### src/rtl/exu_sequencer_pkg.sv
// exu_seq_pkg: shared state encoding, fault codes and instruction size for the sequencer
package exu_seq_pkg;

    typedef enum logic [2:0] {
        S_IDLE,
        S_FETCH,
        S_EXEC,
        S_MEM,
        S_WB,
        S_HALT,
        S_ERROR
    } state_t;

    localparam logic [1:0]  ERR_NONE   = 2'b00;
    localparam logic [1:0]  ERR_TMO    = 2'b01;
    localparam logic [1:0]  ERR_ALIGN  = 2'b10;
    localparam logic [31:0] INST_BYTES = 32'd4;

endpackage

### src/rtl/exu_sequencer_if.sv
// exu_sequencer_if: IFU/IDU/EXU/LSU handshake bundle between the sequencer and the core
interface exu_sequencer_if;

    logic        ifu_req;
    logic        ifu_valid;
    logic [31:0] ifu_inst;
    logic [31:0] inst;
    logic [31:0] pc;
    logic        is_load;
    logic        is_store;
    logic        rd_wen;
    logic        brchen;
    logic        jump;
    logic [31:0] target;
    logic        brken;
    logic        lsu_req;
    logic        lsu_ready;
    logic        rf_wen;
    logic        halted;
    logic        err;
    logic [1:0]  err_code;
    logic [63:0] cycle_cnt;
    logic [63:0] instret;

    modport master (
        output ifu_req, inst, pc, lsu_req, rf_wen, halted, err, err_code, cycle_cnt, instret,
        input  ifu_valid, ifu_inst, is_load, is_store, rd_wen, brchen, jump, target, brken, lsu_ready
    );

    modport slave (
        input  ifu_req, inst, pc, lsu_req, rf_wen, halted, err, err_code, cycle_cnt, instret,
        output ifu_valid, ifu_inst, is_load, is_store, rd_wen, brchen, jump, target, brken, lsu_ready
    );

endinterface

### src/rtl/exu_sequencer_perf_counter.sv
// perf_counter: 64-bit free-wrapping event counter with enable and asynchronous clear
module perf_counter (
    input  logic        clk,
    input  logic        rst_n,
    input  logic        en_i,
    output logic [63:0] cnt_o
);

    logic [63:0] cnt_q;

    // count enabled cycles, wrapping naturally at 2^64
    always_ff @(posedge clk or negedge rst_n) begin
        if (!rst_n) cnt_q <= '0;
        else if (en_i) cnt_q <= cnt_q + 64'd1;
    end

    assign cnt_o = cnt_q;

endmodule

### src/rtl/exu_sequencer.sv
// exu_sequencer: multi-cycle FETCH/EXEC/MEM/WB control, PC ownership, halt/fault handling
module exu_sequencer
    import exu_seq_pkg::*;
#(
    parameter logic [31:0] RESET_PC    = 32'h8000_0000,
    parameter int          MEM_TIMEOUT = 255,
    parameter int          TMO_W       = 8
) (
    input  logic            clk,
    input  logic            rst_n,
    exu_sequencer_if.master bus
);

    state_t            state_q, state_d;
    logic [31:0]       pc_q, pc_d;
    logic [31:0]       inst_q, inst_d;
    logic [TMO_W-1:0]  tmo_q, tmo_d;
    logic              halted_q, halted_d;
    logic              err_q, err_d;
    logic [1:0]        err_code_q, err_code_d;
    logic              redirect;
    logic [TMO_W-1:0]  tmo_inc;

    assign redirect = bus.brchen | bus.jump;
    assign tmo_inc  = tmo_q + TMO_W'(1);

    // state, PC, latched instruction, timeout and sticky fault registers
    always_ff @(posedge clk or negedge rst_n) begin
        if (!rst_n) begin
            state_q    <= S_IDLE;
            pc_q       <= RESET_PC;
            inst_q     <= '0;
            tmo_q      <= '0;
            halted_q   <= 1'b0;
            err_q      <= 1'b0;
            err_code_q <= ERR_NONE;
        end else begin
            state_q    <= state_d;
            pc_q       <= pc_d;
            inst_q     <= inst_d;
            tmo_q      <= tmo_d;
            halted_q   <= halted_d;
            err_q      <= err_d;
            err_code_q <= err_code_d;
        end
    end

    // next-state: fault checks take priority in EXEC, and lsu_ready beats the timeout in MEM
    always_comb begin
        state_d    = state_q;
        pc_d       = pc_q;
        inst_d     = inst_q;
        tmo_d      = tmo_q;
        halted_d   = halted_q;
        err_d      = err_q;
        err_code_d = err_code_q;
        case (state_q)
            S_IDLE:  state_d = S_FETCH;
            S_FETCH: begin
                if (bus.ifu_valid) begin
                    inst_d  = bus.ifu_inst;
                    state_d = S_EXEC;
                end
            end
            S_EXEC: begin
                if (bus.brken) begin
                    state_d  = S_HALT;
                    halted_d = 1'b1;
                end else if (redirect && bus.target[1:0] != 2'b00) begin
                    state_d    = S_ERROR;
                    err_d      = 1'b1;
                    err_code_d = ERR_ALIGN;
                end else if (bus.is_load || bus.is_store) begin
                    state_d = S_MEM;
                    tmo_d   = '0;
                end else begin
                    state_d = S_WB;
                end
            end
            S_MEM: begin
                if (bus.lsu_ready) begin
                    state_d = S_WB;
                end else begin
                    tmo_d = tmo_inc;
                    if (tmo_inc == TMO_W'(MEM_TIMEOUT)) begin
                        state_d    = S_ERROR;
                        err_d      = 1'b1;
                        err_code_d = ERR_TMO;
                    end
                end
            end
            S_WB: begin
                pc_d    = redirect ? bus.target : pc_q + INST_BYTES;
                state_d = S_FETCH;
            end
            default: ;
        endcase
    end

    assign bus.ifu_req  = state_q == S_FETCH;
    assign bus.lsu_req  = state_q == S_MEM;
    assign bus.rf_wen   = (state_q == S_WB) & bus.rd_wen & ~bus.is_store;
    assign bus.inst     = inst_q;
    assign bus.pc       = pc_q;
    assign bus.halted   = halted_q;
    assign bus.err      = err_q;
    assign bus.err_code = err_code_q;

    perf_counter u_cycle (
        .clk   (clk),
        .rst_n (rst_n),
        .en_i  (state_q != S_HALT && state_q != S_ERROR),
        .cnt_o (bus.cycle_cnt)
    );

    perf_counter u_instret (
        .clk   (clk),
        .rst_n (rst_n),
        .en_i  (state_q == S_WB),
        .cnt_o (bus.instret)
    );

endmodule

### src/flat_wrapper.sv
// flat-port wrapper written by rule: the top's interface ports become plain ports
module exu_sequencer_flat import exu_seq_pkg::*;
#(
    parameter logic [31:0] RESET_PC    = 32'h8000_0000,
    parameter int          MEM_TIMEOUT = 255,
    parameter int          TMO_W       = 8
)
  (clk, rst_n, bus_ifu_req, bus_inst, bus_pc, bus_lsu_req, bus_rf_wen, bus_halted, bus_err, bus_err_code, bus_cycle_cnt, bus_instret, bus_ifu_valid, bus_ifu_inst, bus_is_load, bus_is_store, bus_rd_wen, bus_brchen, bus_jump, bus_target, bus_brken, bus_lsu_ready);
  exu_sequencer_if bus_i ();
  input  logic clk;
  input  logic rst_n;
  output wire logic [$bits(bus_i.ifu_req)-1:0] bus_ifu_req;
  output wire logic [$bits(bus_i.inst)-1:0] bus_inst;
  output wire logic [$bits(bus_i.pc)-1:0] bus_pc;
  output wire logic [$bits(bus_i.lsu_req)-1:0] bus_lsu_req;
  output wire logic [$bits(bus_i.rf_wen)-1:0] bus_rf_wen;
  output wire logic [$bits(bus_i.halted)-1:0] bus_halted;
  output wire logic [$bits(bus_i.err)-1:0] bus_err;
  output wire logic [$bits(bus_i.err_code)-1:0] bus_err_code;
  output wire logic [$bits(bus_i.cycle_cnt)-1:0] bus_cycle_cnt;
  output wire logic [$bits(bus_i.instret)-1:0] bus_instret;
  input wire logic [$bits(bus_i.ifu_valid)-1:0] bus_ifu_valid;
  input wire logic [$bits(bus_i.ifu_inst)-1:0] bus_ifu_inst;
  input wire logic [$bits(bus_i.is_load)-1:0] bus_is_load;
  input wire logic [$bits(bus_i.is_store)-1:0] bus_is_store;
  input wire logic [$bits(bus_i.rd_wen)-1:0] bus_rd_wen;
  input wire logic [$bits(bus_i.brchen)-1:0] bus_brchen;
  input wire logic [$bits(bus_i.jump)-1:0] bus_jump;
  input wire logic [$bits(bus_i.target)-1:0] bus_target;
  input wire logic [$bits(bus_i.brken)-1:0] bus_brken;
  input wire logic [$bits(bus_i.lsu_ready)-1:0] bus_lsu_ready;
  assign bus_ifu_req = bus_i.ifu_req;
  assign bus_inst = bus_i.inst;
  assign bus_pc = bus_i.pc;
  assign bus_lsu_req = bus_i.lsu_req;
  assign bus_rf_wen = bus_i.rf_wen;
  assign bus_halted = bus_i.halted;
  assign bus_err = bus_i.err;
  assign bus_err_code = bus_i.err_code;
  assign bus_cycle_cnt = bus_i.cycle_cnt;
  assign bus_instret = bus_i.instret;
  assign bus_i.ifu_valid = bus_ifu_valid;
  assign bus_i.ifu_inst = bus_ifu_inst;
  assign bus_i.is_load = bus_is_load;
  assign bus_i.is_store = bus_is_store;
  assign bus_i.rd_wen = bus_rd_wen;
  assign bus_i.brchen = bus_brchen;
  assign bus_i.jump = bus_jump;
  assign bus_i.target = bus_target;
  assign bus_i.brken = bus_brken;
  assign bus_i.lsu_ready = bus_lsu_ready;
  exu_sequencer #(.RESET_PC(RESET_PC), .MEM_TIMEOUT(MEM_TIMEOUT), .TMO_W(TMO_W)) u_core (.clk(clk), .rst_n(rst_n), .bus(bus_i));
endmodule
### config.mk
export PLATFORM = sky130hd
export DESIGN_NAME = exu_sequencer_flat
export DESIGN_NICKNAME = d
export VERILOG_FILES = /design/src/rtl/exu_sequencer_pkg.sv /design/src/rtl/exu_sequencer_if.sv /design/src/rtl/exu_sequencer_perf_counter.sv /design/src/rtl/exu_sequencer.sv /design/src/flat_wrapper.sv
export SDC_FILE = /design/constraint.sdc
export NUM_CORES = 1
export LEC_CHECK = 0
export CAP_MARGIN = 10
export CORE_MARGIN = 3
export CORE_UTILIZATION = 40
export CTS_CLUSTER_SIZE = 8
export DETAILED_ROUTE_END_ITERATION = 6
export DONT_BUFFER_PORTS = 1
export GPL_TIMING_DRIVEN = 1
export SKIP_LAST_GASP = 1
export SYNTH_ARGS = -nofsm -noshare
export SYNTH_HDL_FRONTEND = slang
export SYNTH_SLANG_ARGS = --single-unit
### constraint.sdc
create_clock -name clk -period 3.5 [get_ports clk]
set_input_delay 0.35 -clock clk [delete_from_list [all_inputs] [get_ports clk]]
set_output_delay 0.35 -clock clk [all_outputs]
set_load 0.01 [all_outputs]
Yosys cells after proc, flatten, opt, wreduce, memory -nomap -nowiden --
Cells that the tools add are included.
Cells by class: $add $sub $neg 4, multiply operators 0, divide/modulo/power cells 0, $lt $le $gt $ge 0, eq/ne operators 15, shifts and indexed selects 0, muxes and demuxes 23, bitwise operators 4, reductions and logical operators 13
Operator list (number):
- $add 64x1->64 const B | 2
- $add 32x3->32 const B | 1
- $mux 32 | 1
- $mux 8 | 4
- $mux 3 | 6
- $pmux 8 s2 | 1
- $pmux 3 s4 | 1
- $reduce_and 5->1 | 2
- $add 8x1->8 const B | 1
- $eq 8x8->1 const B | 1
- $mux 2 | 4
- $ne 2x1->1 const B | 4
- $eq 3x2->1 const B | 2
- $ne 2x2->1 const B | 3
- $ne 3x3->1 const B | 2
- $mux 1 | 4
- $pmux 2 s2 | 1
- $reduce_and 2->1 | 2
- $reduce_bool 2->1 | 2
- $reduce_bool 4->1 | 1
- $eq 3x1->1 const B | 1
- $eq 3x3->1 const B | 1
- $logic_not 3->1 | 1
- $ne 3x1->1 const B | 1
- 8 further kinds | 10
Storage, ports and cells: register bits 207, latch bits 0, memory bits (writable) 0, bits in read-only memories 0, bits of input ports 74, output and inout bits 199, word-level logic and storage cells 68, memories 0

Longest topological paths before layout --
word-level depth 5, depth in mapped cells 8, gate-level depth less buffers 6

Modules after synthesis --
From an unflattened synthesis, not the netlist that was laid out.
Second synthesis, totals: cells, all modules 981, area, all modules 10254.8 um^2
By module, submodules not included:
- perf_counter | instances 2, cells each 285, area each 3098.0 um^2, sequential area each 1601.5 um^2
- exu_sequencer | instances 1, cells each 411, area each 4058.9 um^2, sequential area each 1978.1 um^2

Worst setup path after synthesis --
OpenSTA, ideal clock, no wires.
path type register to register, start point register u_core.pc_q[2], in the netlist u_core.bus.pc[2], end point register u_core.pc_q[30], in the netlist u_core.bus.pc[30], arrival 2025 ps, setup slack 1381 ps, stages on the path, launching flop included 7, period minus slack after synthesis 2119 ps, path through dfrtp_1 -> ha_1 -> nand3_1 -> or4_1 -> nor3_1 -> a211oi_1 -> a211oi_1
On the way: cells in the longest elaborated chain, start to end 2
Ends and longest elaborated chain:
- start, declared | RTL line exu_sequencer.sv:15 | logic [31:0] pc_q, pc_d;
- start signal, assigned | RTL line exu_sequencer.sv:39 | pc_q <= pc_d;
- $add 32x3->32 | RTL line exu_sequencer.sv:93 | pc_d = redirect ? bus.target : pc_q + INST_BYTES;
- $mux 32 | RTL line exu_sequencer.sv:93
No other way between the ends. A chain may end at the register's enable or synchronous reset.

Final worst setup path --
Ends and elaborated chain as after synthesis.

==> qor.yml <==
status: "complete, but fails checks"
violations: "negative hold slack"
core-area_um2: 23890
row_count: 56
switching_share: 0.3273
critPathMaxStageDelay_ps: 660
cp_max_fo: 9
globalRouteTotalUtil: 0.1781
synthTopCellsByArea: "dfrtp_1 (52%), xor2_1 (6.4%), xnor2_1 (4.8%), mux2_2 (4.0%), nand2_1 (3.1%)"
ys_ff_latch: 207
finish.utilization: 0.4771
root_buffer: "clkbuf_16"
synth_edf_count: 0
grt_pass1_wl_mm: 39.30
min_period_ps: 2567
synth_area_per_cell_um2: 10.48
die_x_um: 163.4
setup_tns_ps: 0
hold_class: "input port to asynchronous set/reset pin"
multi_input_area_um2: 4468
area_growth_pct: 14.97
cts.reportedPaths.clkPinSlew_ps: 50
fin_skew_ps: 20.54
path_class: "flop to flop"
seqPwrFrac: 0.497
finalHoldViolCount: 207
grt_max_degree: 208
drt_iter0_drc: 489
start_kind: "flop"
cp.required_ps: 3940
antenna_left: 0
hold_ws_ps: -495.0
fmax_ghz: 0.3896
synth_flop_cell: "dfrtp_1"
antenna_found_initial: 0
cts_tree: "done"
peakVddDrop_mv: 0.4143
drive_above_1_share: 0.09182
clk_latency_ps: 540
drt-vias-per-instance: 5.506
grt_overflow_total: 0
clock_path_buffers: 3
numCtsBuffers: 30
holdBufCountCts: 41
cp.arrival_ps: 3000
io_buffers: 0
maxSlewHeadroom: 0.3084
syn_nets: 1025
power_density_nw_per_um2: 657.7
first_global_vias: 7313
worstMarginPinSlew_ps: 1035
yosysTopAreaCellShare: 0.5199
cp_cell_sequence: "ha_1 > nand3_1 > or4_1 > nor3_1 > a211oi_1 > a211oi_1"
seq_area_frac_synth: 0.5226
endpoint_kind: "flop"
regArea_um2: 5181
synth_cell_types: 62
place_area_um2: 10160
rsz0062_at_grt: "false"
layoutNonFillerInstCount: 1321
syn_inst: 946
wire_per_inst_um: 18.76
drt-total-wl_mm: 24.79
mostFrequentLayoutCells: "dfrtp_1 (206), nand2_1 (82), xor2_1 (73), nand3_1 (61), nor2_1 (60)"
layout_worst_path_cycle_share: 0.7333
setup_viol: 0
drc: 0
dieArea_um2: 26710
h-tree-depth: 1
synth_area_um2: 9915
slew_viol_final: 0
cap_violations: 0
critPathSlowestCell: "or4_1"
ys_warn_count: 0
layout_commonest_cell: "dfrtp_1"
diodes: 0
initial_utilization: 0.4150
crit_top_cell: "a211oi_1"
fin_nets: 1070
synth_top_cell_by_area: "dfrtp_1"
leakage_nw: 4.963
dpl.hpwl_mm: 16.80
clkSinkCount: 207
nFillCells: 2204
drt_pass1_iterations: 5
async_reset_ff_frac: 1.000
pin_count: 273
die_h_um: 163.4
p_sw_w: 0.002454
num_vias: 7273
pwr-share-clk: 0.344
power_frac_comb: 0.159
p_int_w: 0.005043
place_inst: 1237
final_area_um2: 11400
cts_resized: 0
gp_congestion: 0.8156
[kinds of logic (layout without fill, tap and decap cells)]
family                     count (synthesis)  after routing  share of synthesized area
AOI/OAI and AO/OA                        125            125                    0.07383
adders and majority gates                  5              5                   0.006310
xor gates and xnor gates                 128            128                     0.1138
buffers and inverters                     54            110                    0.02751
DFF                                      207            207                     0.5226
and+or+nand+nor                          391            391                     0.2152
muxes                                     36             36                    0.04076
[Yosys cell counts (2+ instances only)]
cell type,number
a21oi_1,45
a2bb2oi_1,5
a31oi_1,5
xnor2_1,54
nor2_1,61
nand3_1,61
or3_1,7
and4_1,15
a211oi_1,4
nor2b_1,5
clkbuf_1,17
nand3_2,2
xor2_1,73
and3b_1,2
o21ai_0,35
nand4_1,41
nand2_1,82
o22ai_1,14
and2_1,5
nor3b_1,3
nand4_2,2
o22a_1,2
nor3_1,52
buf_1,2
nand2b_1,3
inv_1,22
and3_1,13
nor4b_4,2
a311oi_1,3
or4_1,3
mux2_2,35
dfrtp_1,206
nor4_1,18
buf_6,4
clkbuf_8,3
a21o_1,5
buf_2,5
o31a_1,2
ha_1,5
[critical path, delay by kind of cell (launching register included)]
kind,cells,cell delay (ps)
adders and majority gates,1,250
and+or+nand+nor,3,1370
DFF,1,490
AOI/OAI and AO/OA,2,360
[power by group through the flow]
| stage | Clock, W | Sequential, W | Combinational [W] |
|---|---|---|---|
| 2_1_floorplan | 0 | 0.00351 | 0.00106 |
| 3_3_place_gp | 0 | 0.00376 | 0.00112 |
| 3_5_place_dp | 0 | 0.00377 | 0.00116 |
| 4_1_cts | 0.00265 | 0.00374 | 0.00120 |
| 5_1_grt | 0.00275 | 0.00382 | 0.00135 |
| 6_report | 0.00258 | 0.00373 | 0.00119 |
[stage by stage]
stage	worst slack, ps	total power [W]
6_report	933.5	0.007497
5_1_grt	672.9	0.007914
4_1_cts	920.3	0.007583
3_5_place_dp	957.1	0.004931
3_3_place_gp	998.6	0.004884
2_1_floorplan	1381	0.004568
[worst paths after layout]
path / slack (ps) / cells after the start / to / startpoint
max: 930 / 6 / u_core.bus.pc[30] / u_core.bus.pc[2]
min: -500 / 0 / u_core.u_instret.cnt_o[56] / rst_n
max reg2reg: 930 / 6 / u_core.bus.pc[30] / u_core.bus.pc[2]
min reg2reg: 500 / 1 / u_core.tmo_q[7] / u_core.tmo_q[7]
max in group asynchronous: 3720 / 0 / u_core.bus.pc[31] / rst_n
min in group clk: 40 / 2 / u_core.bus.pc[9] / bus_target[9]
[per-layer routing]
metal  wire length, um  global-route usage  part of all wire
met5                 0                   0                 0
met4               596             0.04806             0.024
met3              1924             0.05453             0.078
met2             11710              0.2867              0.47
met1             10550              0.2346              0.43
[cell type report]
| class | count | area share |
|---|---|---|
| inverter | 22 | 0.007245 |
| sequential | 207 | 0.4546 |
| multi-input combinational | 685 | 0.3920 |
| clock buffer | 41 | 0.07036 |
| tap | 319 | 0.03502 |
| clock inverter | 2 | 0.002195 |
| timing repair buffer | 45 | 0.03864 |
[flip-flops by register name, summed over array words and instances (netlist names)]
signal                  cells
u_core.u_cycle.cnt_o       64
u_core.u_instret.cnt_o     64
u_core.bus.inst            32
u_core.bus.pc              32
u_core.tmo_q                8
u_core.state_q              3
u_core.bus.err_code         2
u_core.bus.err              1
u_core.bus.halted           1
[timing repair]
| item | 4_1_cts | 5_1_grt |
|---|---|---|
| setup buffers | 0 | 0 |
| endpoints found under the hold margin | 249 | 207 |
| endpoints found under the setup margin | 0 | 0 |
Power figures use the tool's default switching activity.
